## config.mk

```make
export PLATFORM = sky130hd
export DESIGN_NAME = bcd_seven_seg_scanner
export DESIGN_NICKNAME = d
export VERILOG_FILES = /design/src/rtl/bcd_seven_seg_scanner.sv
export SDC_FILE = /design/constraint.sdc
export NUM_CORES = 1
export LEC_CHECK = 0
export BUFFER_PORTS_ARGS = -buffer_cell sky130_fd_sc_hd__buf_2
export CAP_MARGIN = 20
export CORE_ASPECT_RATIO = 0.75
export CORE_MARGIN = 2
export CORE_UTILIZATION = 35
export CTS_BUF_LIST = sky130_fd_sc_hd__clkbuf_8 sky130_fd_sc_hd__clkbuf_16
export DETAILED_ROUTE_END_ITERATION = 8
export PLACE_DENSITY = 0.64
export SLEW_MARGIN = 20
export SYNTH_ARGS = -nofsm -noshare
export SYNTH_HDL_FRONTEND = slang
export SYNTH_SLANG_ARGS = --single-unit
export TNS_END_PERCENT = 50
```

## constraint.sdc

```tcl
create_clock -name CLK -period 2.9 [get_ports CLK]
set_clock_uncertainty 0.05 [all_clocks]
set_input_delay 0.58 -clock CLK [delete_from_list [all_inputs] [get_ports CLK]]
set_output_delay 0.58 -clock CLK [all_outputs]
set_load 0.005 [all_outputs]
```

## src/rtl/bcd_seven_seg_scanner.sv

```systemverilog
`default_nettype none
// ============================================================================
//  Module      : bcd_seven_seg_scanner
//  Description : Latches four BCD digits on LOAD and scans them onto a
//                4-digit common-anode seven-segment display. A refresh
//                divider sets how long each digit stays selected. Segment
//                decode and anode select are registered.
//                Optional macro LEADING_ZERO_BLANK_EN blanks leading zeros
//                on digits 3..1. Digit 0 is never blanked.
//  Revision    : 1.0 - initial release
// ============================================================================
module bcd_seven_seg_scanner #(
    parameter int REFRESH_DIV = 100000,
    parameter int CNT_WIDTH   = 17
) (
    input  logic       CLK,
    input  logic       RESETN,
    input  logic       LOAD,
    input  logic [3:0] THOUSANDS,
    input  logic [3:0] HUNDREDS,
    input  logic [3:0] TENS,
    input  logic [3:0] ONES,
    output logic [3:0] SEG_SELECT_OUT,
    output logic [7:0] HEX_OUT
);

    localparam logic [CNT_WIDTH-1:0] c_CNT_MAX = CNT_WIDTH'(REFRESH_DIV - 1);

    typedef enum logic [1:0] {
        DIG0 = 2'd0,
        DIG1 = 2'd1,
        DIG2 = 2'd2,
        DIG3 = 2'd3
    } state_t;

    state_t               r_state;
    state_t               w_state_next;
    logic [CNT_WIDTH-1:0] r_refresh_cnt;
    logic                 w_tick;
    logic [3:0]           r_shadow_3;
    logic [3:0]           r_shadow_2;
    logic [3:0]           r_shadow_1;
    logic [3:0]           r_shadow_0;
    logic [3:0]           w_digit;
    logic                 w_blank;
    logic [7:0]           w_hex;
    logic [3:0]           w_sel;

    // Shadow digit capture; holds unless LOAD is asserted.
    always_ff @(posedge CLK) begin
        if (!RESETN) begin
            r_shadow_3 <= 4'd0;
            r_shadow_2 <= 4'd0;
            r_shadow_1 <= 4'd0;
            r_shadow_0 <= 4'd0;
        end else if (LOAD) begin
            r_shadow_3 <= THOUSANDS;
            r_shadow_2 <= HUNDREDS;
            r_shadow_1 <= TENS;
            r_shadow_0 <= ONES;
        end
    end

    assign w_tick = (r_refresh_cnt == c_CNT_MAX);

    // Refresh divider: counts 0..REFRESH_DIV-1; the wrap edge is the tick.
    always_ff @(posedge CLK) begin
        if (!RESETN) begin
            r_refresh_cnt <= '0;
        end else if (w_tick) begin
            r_refresh_cnt <= '0;
        end else begin
            r_refresh_cnt <= r_refresh_cnt + 1'b1;
        end
    end

    // Scan state register.
    always_ff @(posedge CLK) begin
        if (!RESETN) begin
            r_state <= DIG0;
        end else begin
            r_state <= w_state_next;
        end
    end

    // Scan next-state: advance one digit per tick, wrapping DIG3 -> DIG0.
    always_comb begin
        w_state_next = r_state;
        if (w_tick) begin
            case (r_state)
                DIG0:    w_state_next = DIG1;
                DIG1:    w_state_next = DIG2;
                DIG2:    w_state_next = DIG3;
                DIG3:    w_state_next = DIG0;
                default: w_state_next = DIG0;
            endcase
        end
    end

    // Select the shadow digit for the current scan position and decide blanking.
    always_comb begin
        w_digit = r_shadow_0;
        w_blank = 1'b0;
        case (r_state)
            DIG0:    w_digit = r_shadow_0;
            DIG1:    w_digit = r_shadow_1;
            DIG2:    w_digit = r_shadow_2;
            DIG3:    w_digit = r_shadow_3;
            default: w_digit = r_shadow_0;
        endcase
`ifdef LEADING_ZERO_BLANK_EN
        case (r_state)
            DIG3:    w_blank = (r_shadow_3 == 4'd0);
            DIG2:    w_blank = (r_shadow_3 == 4'd0) && (r_shadow_2 == 4'd0);
            DIG1:    w_blank = (r_shadow_3 == 4'd0) && (r_shadow_2 == 4'd0)
                               && (r_shadow_1 == 4'd0);
            default: w_blank = 1'b0;
        endcase
`else
        w_blank = 1'b0;
`endif
    end

    // Active-low segment decode, DP off; non-BCD codes blank the digit.
    always_comb begin
        w_hex = 8'hFF;
        if (!w_blank) begin
            case (w_digit)
                4'd0:    w_hex = 8'hC0;
                4'd1:    w_hex = 8'hF9;
                4'd2:    w_hex = 8'hA4;
                4'd3:    w_hex = 8'hB0;
                4'd4:    w_hex = 8'h99;
                4'd5:    w_hex = 8'h92;
                4'd6:    w_hex = 8'h82;
                4'd7:    w_hex = 8'hF8;
                4'd8:    w_hex = 8'h80;
                4'd9:    w_hex = 8'h90;
                default: w_hex = 8'hFF;
            endcase
        end
    end

    assign w_sel = ~(4'b0001 << r_state);

    // Output register: all segments and anodes off during reset.
    always_ff @(posedge CLK) begin
        if (!RESETN) begin
            SEG_SELECT_OUT <= 4'b1111;
            HEX_OUT        <= 8'hFF;
        end else begin
            SEG_SELECT_OUT <= w_sel;
            HEX_OUT        <= w_hex;
        end
    end

endmodule
`default_nettype wire

```

Word-level counts from Yosys, hierarchy flattened
Memory sizes are Yosys's and may differ from the RTL's. A register that Yosys moved wholly into a read port is not among the register bits.
Cells that the tools add are included.
- bits in registers: 47
- bits in read-only memories: 112
- input bits: 19
- output and inout bits: 12
- word-level logic and storage cells: 22
- memories: 1
- memories (memory ; words ; bits a word ; read ports ; clocked after Yosys merged registers in ; write ports ; line ; RTL):
    (name not given) ; 16 ; 7 ; 1 ; 1 ; 0 ; 128 ; case (w_digit)
- $add $sub $neg: 1
- equality and inequality tests: 4
- shifts and indexed selects: 1
- multiplexer cells: 2
- bitwise gates (word level): 2
- reduce and logical (&&, ||, !) cells: 3
- operators with widths (operator ; count):
    $add A17 B1 Y17 const B ; 1
    $eq A17 B17 Y1 const B ; 1
    $pmux W4 S4 ; 1
    $pmux W2 S4 ; 1
    $eq A2 B2 Y1 const B ; 2
    $not A4 Y4 ; 1
    $shl A1 B2 Y4 const A ; 1
    $eq A2 B1 Y1 const B ; 1
    $logic_not A2 Y1 ; 1
    $reduce_or A2 Y1 ; 1
    $logic_not A1 Y1 ; 1
    $not A1 Y1 ; 1

Depth between registers and ports, before layout
- depth in word-level cells: 2
- mapped depth: 9

Worst setup path before layout
Ideal clock, no wire load.
- path kind: reg-to-reg
- from: reg r_state[0]
- to: reg HEX_OUT[1]
- arrival time: 1912 ps
- data required time: 2776 ps
- path slack: 864 ps
- stages on the path, launching flop included: 9
- path buffers: 1
- path through: dfxtp_1 inv_1 ha_1 clkbuf_1 mux2i_1 inv_1 ha_1 o21a_1 o21ai_0
- word-level cells in the longest chain between the ends: 2
- elaborated cells between the ends (all ways): 5
- classes of those cells: eq/ne (3); mux (1); reduce/logical (1)
- RTL lines (item ; line ; RTL):
    from (decl) ; 36 ; state_t r_state;
    from (signal assigned) ; 82 ; r_state <= w_state_next;
    $eq A2 B2 Y1 (tied with other cells) ; 104 ; case (r_state)
    $pmux W4 S4 * ; 104 ;
    to (decl) ; 24 ; output logic [7:0] HEX_OUT
Every way passes the cells marked *; elsewhere a longest branch is shown, timed or not.
A chain may end at the register's enable or synchronous reset.

Worst setup path in the final report
Same ends and word-level chain as after synthesis.

==> key figures <==
Finish
  • Most common cell after layout, fill and taps aside: dfxtp_1
  • Final nets: 268
  • Area delta synth->final: 13.2%
  • Commonest non-fill, non-tap cells in the layout: dfxtp_1, nor2_1, buf_2
  • Non-Filler Instances: 317
  • Layout cells sized above 1: 0.176
  • # diodes: 0

Worst setup path
  • Critical path arrival: 2.39 ns
  • CP max FO: 7
  • Critical Path Start Type: flip-flop
  • Setup CP Type: reg -> reg
  • CP Data Required Time: 3.07 ns
  • Critical Path End Type: flip-flop

Drt
  • Final wirelength: 4.05 mm
  • Via/cell ratio: 4.87
  • Detailed-route via count: 1544
  • Initial drt markers: 79
  • Drt wl/cell: 12.8 µm
  • WL met3: 220 µm
  • DRT met1 WL: 2.21 mm
  • Metal2 WL: 1.56 mm
  • DRT Pass-1 Iters: 4
  • # DRC: 0
  • Top sig layer: met4
  • Detail Route Antenna Nets: 0

Pwr
  • PwrDens: 497 nW/µm²
  • Switching part of the total: 0.226
  • Combinational share of power: 0.087
  • Max VDD drop: 0.174 mV
  • Switching power: 0.260 mW
  • Seq pwr share: 0.585
  • Leakage power: 0.957 nW
  • Clk pwr share: 0.328
  • Int Pwr: 0.888 mW

STA
  • Setup TNS: 0 ns
  • RSZ-0062 raised after global routing: false
  • Period utilisation layout: 0.767
  • Fin. max-slew vios: 0
  • Slew HR: 0.531
  • Final setup margin: 0.677 ns
  • Worst Tran Pin Value: 0.703 ns
  • Final setup fails: 0
  • F_max: 450 MHz
  • Final hold violation count: 0
  • Minimum clock period after layout: 2.22 ns

Status
  • Status: complete, no violations

Clock network
  • Clock latency at the later pin of the worst-skew pair: 0.28 ns
  • Post-CTS Hold Buffers: 0
  • Reg clk slew, reported paths: 0.08 ns
  • Clk buf depth: 2
  • TritonCTS Buffers: 5
  • Clk sink count: 46
  • Postcts setup bufs: 0
  • Clk root buf: clkbuf_8
  • H-tree lvl count: 2
  • Cts repair resizes: 0
  • CTS tree: built

Floorplanning
  • DIE AREA: 6460 µm²
  • Die Y: 70.1 µm
  • Core footprint: 5740 µm²
  • Initial core utilization: 0.356
  • DIE WIDTH: 92.2 µm
  • IO Pins: 31
  • Site Rows: 24

Global routing
  • Largest net degree at the start of global routing: 24
  • Total GRT Usage: 0.129
  • Initial antenna violation count: 0
  • GRT overflow: 0
  • Vias in the first global route: 1447
  • Global-route wire length before repair: 6.71 mm

Logic synthesis
  • Warnings from Yosys: 0
  • Netlist cell types: 37
  • Ys async rst share: 0
  • Synthesized area: 2040 µm²
  • Syn nets: 243
  • Register bit total from synthesis: 46
  • Post-Synthesis Cells: 215
  • Mean Syn Cell Area: 9.49 µm²
  • Synth Flop Type: dfxtp_1
  • Sequential fraction of the synthesis area: 0.451
  • Post-synth EDFFs: 0

Placed design
  • HPWL after DPL: 2.99 mm
  • GP Congestion: 0.813
  • Dpl cells: 311
  • PortBufs: 29
  • Post-place setup slack: 0.714 ns

Worst hold path
  • Worst hold path class: reg -> reg

Job
  • Max-cap violation count: 0
-- layout make-up --
| cell class | count | area [µm²] |
|---|---|---|
| Multi-Input combinational cell | 147 | 1020 |
| Inverter | 11 | 41.3 |
| Tap cell | 78 | 97.6 |
| Timing Repair Buffer | 29 | 145 |
| Fill cell | 567 | 3430 |
| Sequential cell | 46 | 921 |
| Clock buffer | 6 | 82.6 |
-- final timing paths --
kind	startpoint	to	slack (ns)	cells past startpoint
worst max register to register	r_state[0]	HEX_OUT[1]	0.68	7
worst min register to register	r_refresh_cnt[0]	r_refresh_cnt[0]	0.42	1
worst max-delay path	r_state[0]	HEX_OUT[1]	0.68	7
worst min-delay path	r_refresh_cnt[0]	r_refresh_cnt[0]	0.42	1
-- worst max-delay path, stage by stage (launching register included) --
cell and delay [ns]:
dfxtp_1 0.38, inv_1 0.10, ha_1 0.29, a222oi_1 0.39, mux2i_1 0.27, ha_1 0.36
o21a_1 0.18, o21ai_0 0.12
-- metal layers --
layer	GRT usage	vias up
met5	0	-
met4	0.0481	0
met1	0.196	697
li1	-	799
met2	0.174	41
met3	0.0324	7
-- power by group through the flow --
stage,clock network (mW),registers (mW),logic (mW)
3_5_place_dp,0,0.687,0.0999
2_1_floorplan,0,0.685,0.0652
3_3_place_gp,0,0.687,0.0985
4_1_cts,0.389,0.672,0.100
5_1_grt,0.420,0.675,0.113
6_report,0.377,0.671,0.0994
-- kinds of logic after synthesis --
family / count (synthesis) / share of synthesized area
flops: 46 / 0.451
mux: 24 / 0.119
buf+inv: 22 / 0.0478
compound gates: 25 / 0.0834
xor+xnor: 12 / 0.0515
simple gates: 76 / 0.190
fa+ha+maj: 9 / 0.0552
other cells: 1 / 0.00184
-- synth_stat cells, types with 3 or more instances --
master,count,area (µm²)
xor2_1,9,78.8
nor3_1,4,20.0
a21oi_1,8,40.0
inv_1,11,41.3
nor2_1,32,120
xnor2_1,3,26.3
clkbuf_1,7,26.3
nand2_1,9,33.8
ha_1,9,113
a222oi_1,4,40.0
mux2i_1,22,220
nand4_1,6,37.5
dfxtp_1,46,921
o21ai_0,7,35.0
nand3_1,9,45.0
-- sequential cells by signal, summed over array words and instances, names as in the netlist --
register and flops:
r_refresh_cnt 17, HEX_OUT 7, SEG_SELECT_OUT 4, r_shadow_0 4
r_shadow_1 4, r_shadow_2 4, r_shadow_3 4, r_state 2
-- through the flow --
| step | power [mW] | utilization | hold slack [ns] | cell area, µm² |
|---|---|---|---|---|
| after floorplan | 0.750 | - | 0.376 | 2040 |
| after global placement | 0.785 | 0.388 | 0.396 | 2230 |
| after detailed placement | 0.787 | 0.388 | 0.402 | 2230 |
| after CTS | 1.16 | 0.403 | 0.420 | 2310 |
| after global routing | 1.21 | 0.403 | 0.476 | 2310 |
| final | 1.15 | 0.403 | 0.421 | 2310 |
(Power assumes the default switching activity.)
